## config.mk

```make
export PLATFORM = sky130hd
export DESIGN_NAME = pc_gen_unit
export DESIGN_NICKNAME = d
export VERILOG_FILES = /design/src/rtl/pc_gen_unit.sv
export SDC_FILE = /design/constraint.sdc
export NUM_CORES = 1
export LEC_CHECK = 0
export ABC_AREA = 1
export CORE_MARGIN = 2
export CORE_UTILIZATION = 42
export CTS_BUF_LIST = sky130_fd_sc_hd__clkbuf_8
export CTS_CLUSTER_DIAMETER = 40
export DETAILED_ROUTE_END_ITERATION = 12
export PLACE_DENSITY = 0.88
export SYNTH_ARGS = -nofsm -noshare
export SYNTH_HDL_FRONTEND = slang
export SYNTH_SLANG_ARGS = --single-unit
```

## constraint.sdc

```tcl
create_clock -name PCG_CLK -period 2.6 [get_ports PCG_CLK]
set_clock_uncertainty 0.05 [all_clocks]
set_input_delay 0.52 -clock PCG_CLK [delete_from_list [all_inputs] [get_ports PCG_CLK]]
set_output_delay 0.52 -clock PCG_CLK [all_outputs]
set_load 0.01 [all_outputs]
```

## src/rtl/pc_gen_unit.sv

```systemverilog
// Fetch-stage program-counter generator: prioritised redirects, halt, misalign flag.
// Optional return-address stack enabled by defining PCG_RAS_EN.
module pc_gen_unit #(
  parameter int unsigned     XLEN      = 32,
  parameter logic [XLEN-1:0] RESET_VEC = '0,
  parameter int unsigned     STEP      = 4,
  parameter int unsigned     NUM_REDIR = 3,
  parameter int unsigned     RAS_DEPTH = 4
) (
  input  logic                      PCG_CLK,
  input  logic                      PCG_RST,
  input  logic [NUM_REDIR-1:0]      PCG_REDIR_VLD,
  input  logic [NUM_REDIR*XLEN-1:0] PCG_REDIR_TGT,
  input  logic                      PCG_HALT,
  input  logic                      PCG_OUT_RDY,
  output logic                      PCG_OUT_VLD,
  output logic [XLEN-1:0]           PCG_OUT,
  output logic                      PCG_HALTED,
  output logic                      PCG_MISALIGN,
  input  logic                      PCG_RAS_PUSH,
  input  logic [XLEN-1:0]           PCG_RAS_ADDR,
  input  logic                      PCG_RAS_POP,
  output logic                      PCG_RAS_UFLOW
);

  localparam logic [XLEN-1:0] ALIGN_MASK = XLEN'(STEP - 1);
  localparam logic [XLEN-1:0] STEP_INC   = XLEN'(STEP);

  typedef enum logic [1:0] {ST_BOOT, ST_RUN, ST_HALT} state_e;

  state_e          state_q, state_d;
  logic [XLEN-1:0] pc_q, pc_d;
  logic            vld_q, vld_d;
  logic            halted_q, halted_d;
  logic            mis_q, mis_d;
  logic            active;
  logic            redir_any;
  logic [XLEN-1:0] redir_tgt;
  logic            ras_pop_hit;
  logic [XLEN-1:0] ras_top;

  assign active = (state_q != ST_BOOT);

  // Lowest-index valid redirect source wins
  always_comb begin
    redir_any = 1'b0;
    redir_tgt = '0;
    for (int unsigned i = 0; i < NUM_REDIR; i++) begin
      if (PCG_REDIR_VLD[i] && !redir_any) begin
        redir_any = 1'b1;
        redir_tgt = PCG_REDIR_TGT[i*XLEN +: XLEN];
      end
    end
  end

  always_comb begin
    state_d = state_q;
    pc_d    = pc_q;
    mis_d   = 1'b0;
    unique case (state_q)
      ST_BOOT: state_d = ST_RUN;
      ST_RUN:  if (PCG_HALT)  state_d = ST_HALT;
      ST_HALT: if (!PCG_HALT) state_d = ST_RUN;
      default: state_d = ST_BOOT;
    endcase
    if (active) begin
      if (redir_any) begin
        pc_d  = redir_tgt & ~ALIGN_MASK;
        mis_d = |(redir_tgt & ALIGN_MASK);
      end else if (ras_pop_hit) begin
        pc_d = ras_top;
      end else if (state_q == ST_RUN && vld_q && PCG_OUT_RDY) begin
        pc_d = pc_q + STEP_INC;
      end
    end
    vld_d    = (state_d == ST_RUN);
    halted_d = (state_d == ST_HALT);
  end

  always_ff @(posedge PCG_CLK or posedge PCG_RST) begin
    if (PCG_RST) begin
      state_q  <= ST_BOOT;
      pc_q     <= RESET_VEC;
      vld_q    <= 1'b0;
      halted_q <= 1'b0;
      mis_q    <= 1'b0;
    end else begin
      state_q  <= state_d;
      pc_q     <= pc_d;
      vld_q    <= vld_d;
      halted_q <= halted_d;
      mis_q    <= mis_d;
    end
  end

  assign PCG_OUT      = pc_q;
  assign PCG_OUT_VLD  = vld_q;
  assign PCG_HALTED   = halted_q;
  assign PCG_MISALIGN = mis_q;

`ifdef PCG_RAS_EN
  localparam int unsigned PW = $clog2(RAS_DEPTH);
  localparam int unsigned CW = $clog2(RAS_DEPTH + 1);

  logic [XLEN-1:0] ras_q [RAS_DEPTH];
  logic [PW-1:0]   ptr_q, ptr_d, wr_idx;
  logic [CW-1:0]   cnt_q, cnt_d;
  logic            wr_en;
  logic            uflow_q, uflow_d;

  // ptr_q addresses the top entry; pushing past full wraps onto the oldest slot
  always_comb begin
    ptr_d       = ptr_q;
    cnt_d       = cnt_q;
    wr_en       = 1'b0;
    wr_idx      = ptr_q;
    uflow_d     = 1'b0;
    ras_pop_hit = active && PCG_RAS_POP && (cnt_q != '0);
    ras_top     = ras_q[ptr_q];
    if (active) begin
      if (PCG_RAS_PUSH && ras_pop_hit) begin
        wr_en = 1'b1;
      end else if (PCG_RAS_PUSH) begin
        wr_en  = 1'b1;
        ptr_d  = ptr_q + PW'(1);
        wr_idx = ptr_q + PW'(1);
        if (cnt_q != CW'(RAS_DEPTH)) cnt_d = cnt_q + CW'(1);
      end else if (ras_pop_hit) begin
        ptr_d = ptr_q - PW'(1);
        cnt_d = cnt_q - CW'(1);
      end
      uflow_d = PCG_RAS_POP && (cnt_q == '0);
    end
  end

  always_ff @(posedge PCG_CLK or posedge PCG_RST) begin
    if (PCG_RST) begin
      ptr_q   <= '0;
      cnt_q   <= '0;
      uflow_q <= 1'b0;
    end else begin
      ptr_q   <= ptr_d;
      cnt_q   <= cnt_d;
      uflow_q <= uflow_d;
    end
  end

  always_ff @(posedge PCG_CLK) begin
    if (wr_en) ras_q[wr_idx] <= PCG_RAS_ADDR;
  end

  assign PCG_RAS_UFLOW = uflow_q;
`else
  logic unused_ras;
  assign unused_ras    = (^{PCG_RAS_PUSH, PCG_RAS_POP, PCG_RAS_ADDR}) ^ (RAS_DEPTH == 0);
  assign ras_pop_hit   = 1'b0;
  assign ras_top       = '0;
  assign PCG_RAS_UFLOW = 1'b0;
`endif

endmodule

```

# After elaboration in Yosys (flattened, before gate mapping)

Cells that the tools add are included.

Register bits after elaboration: 37
Bits of input ports: 137
Logic and storage cells: 34

Add/subtract/negate cells: 1
Equal/unequal tests: 4
Muxes and demuxes: 13
Reductions and logical operators: 11

Operator list:

| cell                                                             | number |
|---|---|
| 32-bit two-way mux                                               | 5 |
| 32-bit by 3-bit adder with 32-bit output (second input constant) | 1 |
| 2-bit one-hot mux with 3 select lines                            | 1 |
| 1-bit two-way mux                                                | 5 |
| 2-bit by 1-bit == test with 1-bit output (second input constant) | 2 |
| 2-bit == test (second input constant)                            | 2 |
| 1-bit logical AND                                                | 4 |
| 2-bit two-way mux                                                | 2 |
| 2-bit nonzero test                                               | 2 |
| 1-bit zero test                                                  | 2 |
| 2-bit zero test                                                  | 1 |
| 2-bit AND reduction                                              | 1 |
| 2-bit OR reduction                                               | 1 |

# Depth between registers and ports, before layout

Depth after elaboration: 10
Mapped depth: 10

# Worst setup path before layout

Ideal clock, no wire load.

Path type: input to register
Start: input PCG_REDIR_VLD[0]
End: register pc_q[4] (netlist: PCG_OUT[4])
Data arrival time: 1.319 ns
Data required time: 2.427 ns
Setup slack: 1.108 ns
Stages on the path: 9
Buffers on the path: 3
Path through: buf_6 > nor2_8 > nand2_4 > nand2_2 > o21ai_2 > buf_6 > buf_6 > o21ai_0 > nand2_1

Word-level cells in the longest chain between the ends: 9
Elaborated cells on any way between the ends: 13

RTL lines:

| item                                 | RTL line | RTL |
|---|---|---|
| from (decl)                          | 12       | `input logic [NUM_REDIR-1:0] PCG_REDIR_VLD,` |
| 1-bit two-way mux                    | 49       | `if (PCG_REDIR_VLD[i] && !redir_any) begin` |
| 1-bit zero test                      | 49       |  |
| 1-bit logical AND                    | 49       |  |
| 1-bit two-way mux                    | 49       |  |
| 1-bit zero test                      | 49       |  |
| 1-bit logical AND                    | 49       |  |
| 1-bit two-way mux                    | 49       |  |
| 2-bit nonzero test (no source line)  | -        |  |
| 2-bit AND reduction (no source line) | -        |  |
| to (signal assigned)                 | 89       | `pc_q <= pc_d;` |
| to (decl)                            | 32       | `logic [XLEN-1:0] pc_q, pc_d;` |

Several ways; a longest one is shown, not always the timed one.
A chain may end at the register's enable or synchronous reset.

# Worst setup path after layout

Start: input PCG_REDIR_VLD[0]
End: register pc_q[5] (netlist: PCG_OUT[5])

The elaborated chain is that of the path after synthesis.

==> impl_metrics.ini <==
[status]
status = finished clean

[logic_synthesis]
ys.flop_type = dfrtp_1
ys_top_cells_by_count = 184 x nand2_1, 75 x nor2_1, 46 x nand3_1
yosys.area.top_type = dfrtp_1
synth_top_cells_by_area = dfrtp_1 30%, nand2_1 23%, nor2_1 9.5%
ys_types = 36
ys_seq_elements = 35
yosysWarnings = 0
syn_area_per_cell_um2 = 6.02
synth-edff-count = 0
yosysMostFrequentCell = nand2_1
async_reset_ff_frac = 1.00
synth_seq_area_share = 0.297
syn-cell-area_mm2 = 0.00295
synth_top_area_frac = 0.297
syn_inst = 490

[finish]
fin_cells = 717
fin_nets = 758
area_delta_synth_final_pct = 50.4
antenna_cells = 0
drive_above_1_share = 0.0596

[timing]
post-route-min-period_ns = 2.13
period_share = 0.818
clock.fmax_mhz = 470
setup_viol = 0
rsz0062_at_grt = false
finalHoldViolCount = 0
maxSlewViolCount = 0
tns_ns = 0

[place]
io_buffers = 135
place.gp.congestion = 0.890
dp_hpwl_mm = 7.87
place_inst = 709

[floorplan]
ios = 173
num_rows = 30
die-area_mm2 = 0.00771
die_w_um = 87.8
start_util = 0.434
core_region_area_mm2 = 0.00679
die_h_um = 87.8

[setup_path]
cp-start-kind = primary input
cp-end-kind = flop
critPathArrivalTime_ns = 2.28
path_max_fanout = 26
critPathKind = in2reg
required_ns = 2.76

[global_route]
antenna_found_initial = 0
grt_pass1_wl_mm = 15.6
grt_overflow = 0
grt_max_degree = 36
grt_pass1_vias = 3466
gr-usage-all-layers = 0.258

[pwr]
seqPwrFrac = 0.352
power_frac_clock = 0.128
total_power_mw = 3.06
p_comb_frac = 0.519
switchingPower_mw = 1.33
p_leak_nw = 1.96
powerDensity_mw_per_mm2 = 690
swShare = 0.436
ir_drop_mv = 0.269
p_int_mw = 1.73

[clock_tree]
cts_resized = 0
insertion_delay_ns = 0.29
cts_tree = done
clkSinkCount = 35
clk_pin_slew_worst_paths_ns = 0.08
ctsHoldBuffers = 0
cts_setup_buffers = 0
root_buffer = clkbuf_8
cts_buffer_depth = 2
cts_buffers = 5
ctsHtreeMaxLevel = 2

[detailed_routing]
drt_wl_total_mm = 9.96
initialDrtViolationCount = 344
ant_nets = 0
via_per_inst = 5.16
wire_per_inst_um = 13.9
num_vias = 3698
first_pass_iters = 5
drc = 0

[job]
max-cap-violations = 0

[min_path]
hold_path_class = reg2reg
power groups by stage:
stage	clock network (mW)	logic [mW]	registers [mW]
floorplan	0	0.760	1.10
global placement	0	1.52	1.07
detailed placement	0	1.57	1.08
CTS	0.395	1.58	1.07
global route	0.421	1.75	1.11
finish	0.393	1.59	1.08
worst max-delay path, stage by stage:
cell and delay [ns]:
clkdlybuf4s50_1 0.63, nor2_8 0.07, nand2_4 0.18, nand2_2 0.09
o21ai_2 0.12, buf_4 0.33, o21ai_0 0.14, a22oi_1 0.20
final timing paths:
kind,depth (start not counted),endpoint,from,slack [ns]
worst max-delay path,8,PCG_OUT[5],PCG_REDIR_VLD[0],0.47
min in group asynchronous,3,PCG_OUT[3],PCG_RST,0.63
worst min-delay path,2,PCG_OUT[4],PCG_OUT[4],0.52
worst max register to register,9,PCG_OUT[16],PCG_OUT[3],0.80
max in group asynchronous,3,PCG_OUT[16],PCG_RST,1.54
worst min register to register,2,PCG_OUT[4],PCG_OUT[4],0.52
flip-flops by register name (all words and copies together), names as in the netlist:
| name | flops |
|---|---|
| PCG_MISALIGN | 1 |
| state_q | 2 |
| PCG_OUT_VLD | 1 |
| PCG_OUT | 30 |
| PCG_HALTED | 1 |
per-stage QoR:
step | worst slack (ns) | utilization | hold WS, ns | area [µm²]
global placement | 0.253 | 0.640 | 0.490 | 4350
floorplan | 1.11 | - | 0.499 | 2960
finish | 0.474 | 0.653 | 0.520 | 4430
CTS | 0.476 | 0.653 | 0.519 | 4430
detailed placement | 0.174 | 0.640 | 0.495 | 4350
global route | 0.308 | 0.653 | 0.585 | 4430
cell usage in the layout (no fill, tap or decap), types with 6 or more instances in the layout:
cell	instances
nor2_1	75
nand3_1	46
clkdlybuf4s50_1	135
a21oi_1	29
o21ai_0	12
inv_1	37
nand2_1	184
nor2_2	9
dfrtp_1	35
buf_4	6
kinds of logic (layout without fill, tap and decap cells):
family          after synthesis  in the layout  share of synthesized area
simple gates                335            335                      0.485
buf+inv                      59            188                     0.0980
compound gates               56             56                      0.106
flops                        35             35                      0.297
xor+xnor                      3              3                    0.00891
fa+ha+maj                     1              1                    0.00424
other cells                   1              3                    0.00127
layout make-up:
type / instances / area, µm²
Inverter: 38 / 145
Timing Repair Buffer: 142 / 1420
Multi-Input combinational cell: 398 / 1790
Clock inverter: 3 / 16.3
Fill cell: 618 / 2360
Clock buffer: 5 / 68.8
Sequential cell: 35 / 876
Tap cell: 96 / 120
routing by layer:
| layer | global-route usage | up-vias | routed length [µm] |
|---|---|---|---|
| li1 | - | 1808 | - |
| met1 | 0.330 | 1665 | 4020 |
| met2 | 0.446 | 199 | 4940 |
| met3 | 0.0434 | 26 | 774 |
| met4 | 0.0797 | 0 | 231 |
| met5 | 0 | - | 0 |
No activity file was read; power rests on OpenSTA's default activity.
